$ cat src/rtl/uart_load_ctrl.sv
// ---------------------------------------------------------------------------
// UartLoadCtrl -- serial program loader
//
// Purpose:
//   Receives a program image byte by byte from a UART receiver and writes it
//   into a word-wide memory through port B.  The image starts with a 4-byte
//   little-endian length header (number of 32-bit words N), followed by N
//   payload words, each also sent little-endian.  Every completed word is
//   written with a single one-cycle strobe at BASE_ADDR + 4*index.  When all N
//   words are written, UartOver rises and the CPU is allowed to run.  A bad
//   header or an inter-byte gap longer than TIMEOUT_CYCLES aborts the load
//   and raises LoadError.
//
// Parameters:
//   BASE_ADDR      byte address of the first loaded word
//   MAX_WORDS      largest accepted program length in words (<= 65535)
//   TIMEOUT_CYCLES maximum inter-byte gap in clk cycles
//
// Ports:
//   clk          single clock, rising edge
//   reset        synchronous active-high reset
//   Start        one-cycle pulse that begins or restarts a load
//   RxValid      one-cycle pulse presenting RxByte
//   RxByte       received byte
//   UartAddress  byte address for memory port B (held between strobes)
//   UartData     word for memory port B (held between strobes)
//   UartWrite    one-cycle write strobe for port B
//   UartOver     load complete, CPU may run
//   LoadError    load aborted on an error
//   WordsLoaded  number of words written in the current load
// ---------------------------------------------------------------------------
module uart_load_ctrl #(
    parameter logic [31:0] BASE_ADDR      = 32'h0000_0000,
    parameter int          MAX_WORDS      = 16384,
    parameter int          TIMEOUT_CYCLES = 1_000_000
) (
    input  logic        clk,
    input  logic        reset,
    input  logic        Start,
    input  logic        RxValid,
    input  logic [7:0]  RxByte,
    output logic [31:0] UartAddress,
    output logic [31:0] UartData,
    output logic        UartWrite,
    output logic        UartOver,
    output logic        LoadError,
    output logic [15:0] WordsLoaded
);

    // FSM encoding
    localparam logic [2:0] IDLE    = 3'd0;
    localparam logic [2:0] HEADER  = 3'd1;
    localparam logic [2:0] PAYLOAD = 3'd2;
    localparam logic [2:0] WRITE   = 3'd3;
    localparam logic [2:0] DONE    = 3'd4;
    localparam logic [2:0] ERROR   = 3'd5;

    // The timeout counter only ever holds 0 .. TIMEOUT_CYCLES-1; the cycle
    // that would carry it to TIMEOUT_CYCLES is the one that aborts the load.
    localparam int TimeoutWidth = (TIMEOUT_CYCLES < 2) ? 1 : $clog2(TIMEOUT_CYCLES);
    localparam logic [TimeoutWidth-1:0] TimeoutLast = TimeoutWidth'(TIMEOUT_CYCLES - 1);
    localparam logic [TimeoutWidth-1:0] TimeoutOne  = TimeoutWidth'(1);
    localparam logic [31:0]             MaxLength   = 32'(MAX_WORDS);

    logic [2:0]              state;
    logic [2:0]              nextState;
    logic [1:0]              byteCount;
    logic [31:0]             assembly;
    logic [15:0]             programLength;
    logic [15:0]             wordIndex;
    logic [TimeoutWidth-1:0] timeoutCount;
    logic [31:0]             addressReg;
    logic [31:0]             dataReg;

    logic [31:0] shiftedWord;
    logic [15:0] nextWordIndex;
    logic        lastWord;
    logic        acceptByte;
    logic        fourthByte;
    logic        headerBad;
    logic        timeoutArmed;
    logic        timeoutExpired;

    // Decode what the current cycle means for the datapath.  Bytes are shifted
    // in from the top, so after four bytes the first one sits in bits 7:0,
    // which gives little-endian assembly without any byte-lane muxing.  A byte
    // arriving during WRITE is kept as byte 0 of the following word, unless
    // that WRITE is for the final word, in which case nothing follows it.
    // Start always wins over a byte presented in the same cycle.
    always_comb begin
        shiftedWord    = {RxByte, assembly[31:8]};
        nextWordIndex  = wordIndex + 16'd1;
        lastWord       = (nextWordIndex == programLength);
        acceptByte     = 1'b0;
        fourthByte     = 1'b0;
        headerBad      = 1'b0;
        timeoutArmed   = 1'b0;
        timeoutExpired = 1'b0;

        if (RxValid && !Start) begin
            if (state == HEADER || state == PAYLOAD) begin
                acceptByte = 1'b1;
            end else if (state == WRITE && !lastWord) begin
                acceptByte = 1'b1;
            end
        end

        if (acceptByte && byteCount == 2'd3 && (state == HEADER || state == PAYLOAD)) begin
            fourthByte = 1'b1;
        end

        if (shiftedWord == 32'd0 || shiftedWord > MaxLength) begin
            headerBad = 1'b1;
        end

        // The gap timer runs in PAYLOAD, and in HEADER only once the first
        // header byte has arrived, so a host may take as long as it likes to
        // begin sending after Start.
        if (state == PAYLOAD || (state == HEADER && byteCount != 2'd0)) begin
            timeoutArmed = 1'b1;
        end

        if (timeoutArmed && !acceptByte && !Start && timeoutCount == TimeoutLast) begin
            timeoutExpired = 1'b1;
        end
    end

    // Next-state logic.  Start restarts a load from any state; the idle,
    // finished and aborted states otherwise wait for it.  A timeout never
    // lands in WRITE, so a partially assembled word is never written.
    always_comb begin
        nextState = state;
        case (state)
            IDLE, DONE, ERROR: begin
                nextState = state;
            end
            HEADER: begin
                if (fourthByte) begin
                    nextState = headerBad ? ERROR : PAYLOAD;
                end else if (timeoutExpired) begin
                    nextState = ERROR;
                end
            end
            PAYLOAD: begin
                if (fourthByte) begin
                    nextState = WRITE;
                end else if (timeoutExpired) begin
                    nextState = ERROR;
                end
            end
            WRITE: begin
                nextState = lastWord ? DONE : PAYLOAD;
            end
            default: begin
                nextState = IDLE;
            end
        endcase

        if (Start) begin
            nextState = HEADER;
        end
    end

    // State register; reset beats Start and RxValid in the same cycle.
    always_ff @(posedge clk) begin
        if (reset) begin
            state <= IDLE;
        end else begin
            state <= nextState;
        end
    end

    // Byte assembly: a shift register plus a count of bytes gathered for the
    // current header or word.  The count wraps to zero on the fourth byte, and
    // a byte kept from a WRITE cycle leaves it at one.
    always_ff @(posedge clk) begin
        if (reset || Start) begin
            byteCount <= 2'd0;
            assembly  <= 32'd0;
        end else if (acceptByte) begin
            assembly  <= shiftedWord;
            byteCount <= fourthByte ? 2'd0 : byteCount + 2'd1;
        end
    end

    // Latch the program length once the header checks out.  The range check
    // guarantees the value fits in 16 bits.
    always_ff @(posedge clk) begin
        if (reset || Start) begin
            programLength <= 16'd0;
        end else if (state == HEADER && fourthByte && !headerBad) begin
            programLength <= shiftedWord[15:0];
        end
    end

    // Word index advances as WRITE is left.  It doubles as the count of words
    // written in this load, which is what WordsLoaded reports.
    always_ff @(posedge clk) begin
        if (reset || Start) begin
            wordIndex <= 16'd0;
        end else if (state == WRITE) begin
            wordIndex <= nextWordIndex;
        end
    end

    // Inter-byte gap timer.  Every accepted byte clears it, and it is held at
    // zero whenever it is not armed so that re-arming always starts fresh.
    always_ff @(posedge clk) begin
        if (reset || Start) begin
            timeoutCount <= '0;
        end else if (acceptByte || !timeoutArmed || timeoutExpired) begin
            timeoutCount <= '0;
        end else begin
            timeoutCount <= timeoutCount + TimeoutOne;
        end
    end

    // Port B address and data are loaded on the fourth payload byte so they
    // are stable for the whole WRITE cycle, and they simply hold afterwards
    // until the next word replaces them.  The address wraps modulo 2^32.
    always_ff @(posedge clk) begin
        if (reset) begin
            addressReg <= 32'd0;
            dataReg    <= 32'd0;
        end else if (state == PAYLOAD && fourthByte) begin
            addressReg <= BASE_ADDR + {14'd0, wordIndex, 2'b00};
            dataReg    <= shiftedWord;
        end
    end

    // Outputs are forced low while reset is high so that a reset landing in
    // a WRITE or DONE cycle suppresses the strobe and status immediately
    // rather than one edge later.
    always_comb begin
        UartWrite   = (state == WRITE) && !reset;
        UartOver    = (state == DONE)  && !reset;
        LoadError   = (state == ERROR) && !reset;
        UartAddress = reset ? 32'd0 : addressReg;
        UartData    = reset ? 32'd0 : dataReg;
        WordsLoaded = reset ? 16'd0 : wordIndex;
    end

endmodule

$ cat config.mk
export PLATFORM = sky130hd
export DESIGN_NAME = uart_load_ctrl
export DESIGN_NICKNAME = d
export VERILOG_FILES = /design/src/rtl/uart_load_ctrl.sv
export SDC_FILE = /design/constraint.sdc
export NUM_CORES = 1
export LEC_CHECK = 0
export CELL_PAD_IN_SITES_DETAIL_PLACEMENT = 1
export CELL_PAD_IN_SITES_GLOBAL_PLACEMENT = 1
export CORE_MARGIN = 2
export CORE_UTILIZATION = 25
export CTS_BUF_LIST = sky130_fd_sc_hd__clkbuf_2
export DETAILED_ROUTE_END_ITERATION = 16
export PLACE_DENSITY = 0.59
export SLEW_MARGIN = 20
export SYNTH_ARGS = -nofsm -noshare
export SYNTH_HDL_FRONTEND = slang
export SYNTH_SLANG_ARGS = --single-unit
$ cat constraint.sdc
create_clock -name clk -period 3.1 [get_ports clk]
set_clock_uncertainty 0.1 [all_clocks]
set_input_delay 0.31 -clock clk [delete_from_list [all_inputs] [get_ports clk]]
set_output_delay 0.31 -clock clk [all_outputs]
set_load 0.02 [all_outputs]
==> results.txt <==
status -> complete, no violations
TritonCTS clock tree -> built
part of the power in registers -> 0.557
switch share -> 0.257
vias -> 5,133
largest family of logic cells by synthesized area -> simple AND/OR/NAND/NOR gates
CTS sink cnt -> 129
Die X-Extent -> 161 µm
Crit Path Category -> flop to flop
clock share of power -> 0.402
worst r2r path cells -> 9
Hold Vio Cnt, Final -> 0
pin count of the biggest net entering global routing -> 59
fin. max-slew vios -> 0
post-synthesis sequential area ratio -> 0.420
CP top delay family -> simple AND/OR/NAND/NOR gates
layout cells sized above 1 -> 0.0878
GRT Total Usage -> 0.132
clock slew at reported path FFs -> 210 ps
cell area after synthesis -> 6150 µm²
relative max-transition margin -> 0.561
Synth Instances -> 757
Setup violations, final -> 0
Hold EP -> dataReg[25]
Avg Synthesized Cell Area -> 8.13 µm²
initial drt markers -> 241
Combinational Power Share -> 0.041
crit-path cells -> ha_1 -> nand3_1 -> or4_1 -> xnor2_1 -> o2111ai_1 -> nor4_2 -> nand4_1 -> and3_2 -> mux2i_1
nets@finish -> 847
Overflow after GRT -> 0
area grow syn2layout -> 23.1%
DRT Pass-1 Iters -> 4
row count -> 57
multiplexer area fraction after synthesis -> 0.0699
Switch Pwr -> 771 µW
Cell Int Power -> 2230 µW
GPL Wtd Cong -> 0.798
Lkg Pwr -> 0.00260 µW
total CTS buffers -> 17
Post-Synth XOR/XNOR Area -> 0.0697
RR Endpoint -> assembly[15]
initial antenna violation count -> 0
P per Cell Area -> 396 nW/µm²
CTS Buffer Depth -> 2
I/O Buffers -> 78
WL/cell -> 14.3 µm
Worst Tran Pin Value -> 658 ps
min Tclk post-route -> 2920 ps
worst r2r src -> wordIndex[0]
buffer and inverter count on the worst path -> 0
Layout Utilization -> 0.312
H-tree levels -> 4
Seq cells post-synth -> 129
vias per cell -> 4.40
area of the core -> 24,200 µm²
Final Cycle Share -> 0.943
worst vdd ir -> 0.202 mV
Reg2Reg Setup Slack -> 180 ps
CP max FO -> 6
drt drc -> 0
adder-cell share of the synthesized area -> 0.00813
post-DP HPWL -> 11,900 µm
vias in the first global route -> 5,146
hold_sp -> RxByte[1]
Routed Wire Length -> 16,700 µm
Critical Path End Type -> flop
slowest stage delay, CP -> 590 ps
diode count -> 0
crit path max-delay cell type -> or4_1
Main synth FF type -> dfxtp_1
Setup TNS -> 0 ps
clock latency on the worst-skew pair -> 720 ps
MaxCap Viol Count -> 0
Min-Delay Path Depth -> 3
Hold Slack -> 108 ps
final antenna-violating net count -> 0
HP Class -> primary input to flop
first-pass GRT wire length -> 27,000 µm
Worst EP required -> 3610 ps
EDFF count, synth -> 0
post-synthesis compound-gate area fraction -> 0.0752
Starting Density -> 0.254
CTS root buf -> clkbuf_2
Fmax -> 342 MHz
Worst setup SP type -> flop
Distinct cells, synth -> 51
Async S/R FF share, synth -> 0
full die area -> 25,900 µm²
post-synthesis simple-gate area fraction -> 0.293
IO Pins -> 95
die outline height -> 161 µm
CP arrival -> 3440 ps
RSZ-0062 raised after global routing -> false
total number of yosys warnings -> 0
## synthesized netlist by cell type, drive strengths merged (4+ instances only)
cell	instances	area (µm²)
buf	30	229
xor2	25	219
and3	4	30.0
nand3	21	110
inv	7	26.3
mux2i	43	430
and4	4	35.0
a21oi	57	285
nand2b	6	37.5
nor2	72	270
xnor2	24	210
dfxtp	129	2580
nor4	13	87.6
o21ai	9	45.0
nand4	9	71.3
nor3	5	25.0
or3	4	25.0
clkbuf	37	139
or2	4	27.5
nand2	155	582
nor2b	70	438
ha	4	50.1
## routing by layer
metal | up-vias | routed length, µm | global-route usage
met2 | 74 | 7830 | 0.212
met4 | 0 | 154 | 0.0337
li1 | 2626 | - | -
met1 | 2423 | 8200 | 0.177
met5 | - | 0 | 0
met3 | 10 | 514 | 0.0320
## registers in the layout, summed over array words and instances, names as in the netlist
| register | flops |
|---|---|
| addressReg | 16 |
| assembly | 24 |
| byteCount | 2 |
| dataReg | 32 |
| programLength | 16 |
| state | 3 |
| timeoutCount | 20 |
| wordIndex | 16 |
## through the flow
step | setup WS [ps] | total power, µW | cells | cell area (µm²)
2_1_floorplan | 251 | 1800 | 772 | 6210
3_3_place_gp | 197 | 1820 | 1131 | 7250
3_5_place_dp | 174 | 1820 | 1131 | 7250
4_1_cts | 95.1 | 3050 | 1163 | 7530
5_1_grt | 25.5 | 3150 | 1167 | 7570
6_report | 177 | 3000 | 1167 | 7570
## what timing repair did
item,4_1_cts,5_1_grt
endpoints found under the setup margin,0,27
buffers inserted,0,0
hold buffers,1,2
endpoints found under the hold margin,14,2
gates resized for setup,0,8
## layout make-up
type                       instances  area, µm²
clock buffer                      17       85.1
fill                            2942      16700
multi-input combinational        571       3270
tap                              324        405
inverter                           7       26.3
sequential                       129       2590
timing repair buffer             105       1010
clock inverter                    14        188
## kinds of logic (layout without fill, tap and decap cells)
group / count (synthesis) / count (layout)
simple gates: 375 / 377
other cells: 1 / 16
xor+xnor: 49 / 49
buf+inv: 74 / 143
compound gates: 82 / 82
fa+ha+maj: 4 / 4
mux: 43 / 43
flops: 129 / 129
## worst register-to-register path: cells and delay by family, from the launching register on
| family | cells | cell delay [ps] |
|---|---|---|
| AND/OR/NAND/NOR | 5 | 1610 |
| flip-flops | 1 | 430 |
| adder cells (fa/ha/maj) | 1 | 230 |
| XOR/XNOR | 1 | 200 |
| multiplexers | 1 | 140 |
| AO/OA/AOI/OAI | 1 | 130 |
## placed cells by master, fill, tap and decap left out, drive strengths merged, types with 3 or more instances in the layout
cell type,count
mux2i,43
a21oi,57
clkdlybuf4s50,77
nor3,5
clkinv,5
and4,4
or2,4
nand4,9
xnor2,24
buf,25
clkbuf,17
bufinv,4
dlygate4sd3,3
o21ai,9
nand2b,6
nand3,21
clkinvlp,3
conb,16
dfxtp,129
xor2,25
nor2,72
or3,4
nor2b,70
nor4,13
nand2,155
inv,9
and3,6
ha,4
## worst max path at each step
| stage | startpoint | end | slack (ps) | cells after the start |
|---|---|---|---|---|
| global route | wordIndex[0] | assembly[14] | 30 | 9 |
| global placement | wordIndex[8] | assembly[27] | 200 | 8 |
| finish | wordIndex[0] | assembly[15] | 180 | 9 |
| floorplan | wordIndex[1] | assembly[23] | 250 | 11 |
| CTS | state[1] | UartWrite | 100 | 3 |
| detailed placement | wordIndex[0] | assembly[11] | 170 | 10 |
## power groups by stage
stage               Clock (µW)  Combinational, µW  Sequential [µW]
global placement             0                118             1700
floorplan                    0                102             1700
finish                    1200                123             1670
CTS                       1260                120             1670
detailed placement           0                119             1700
global route              1340                136             1670
(Power assumes the default switching activity.)
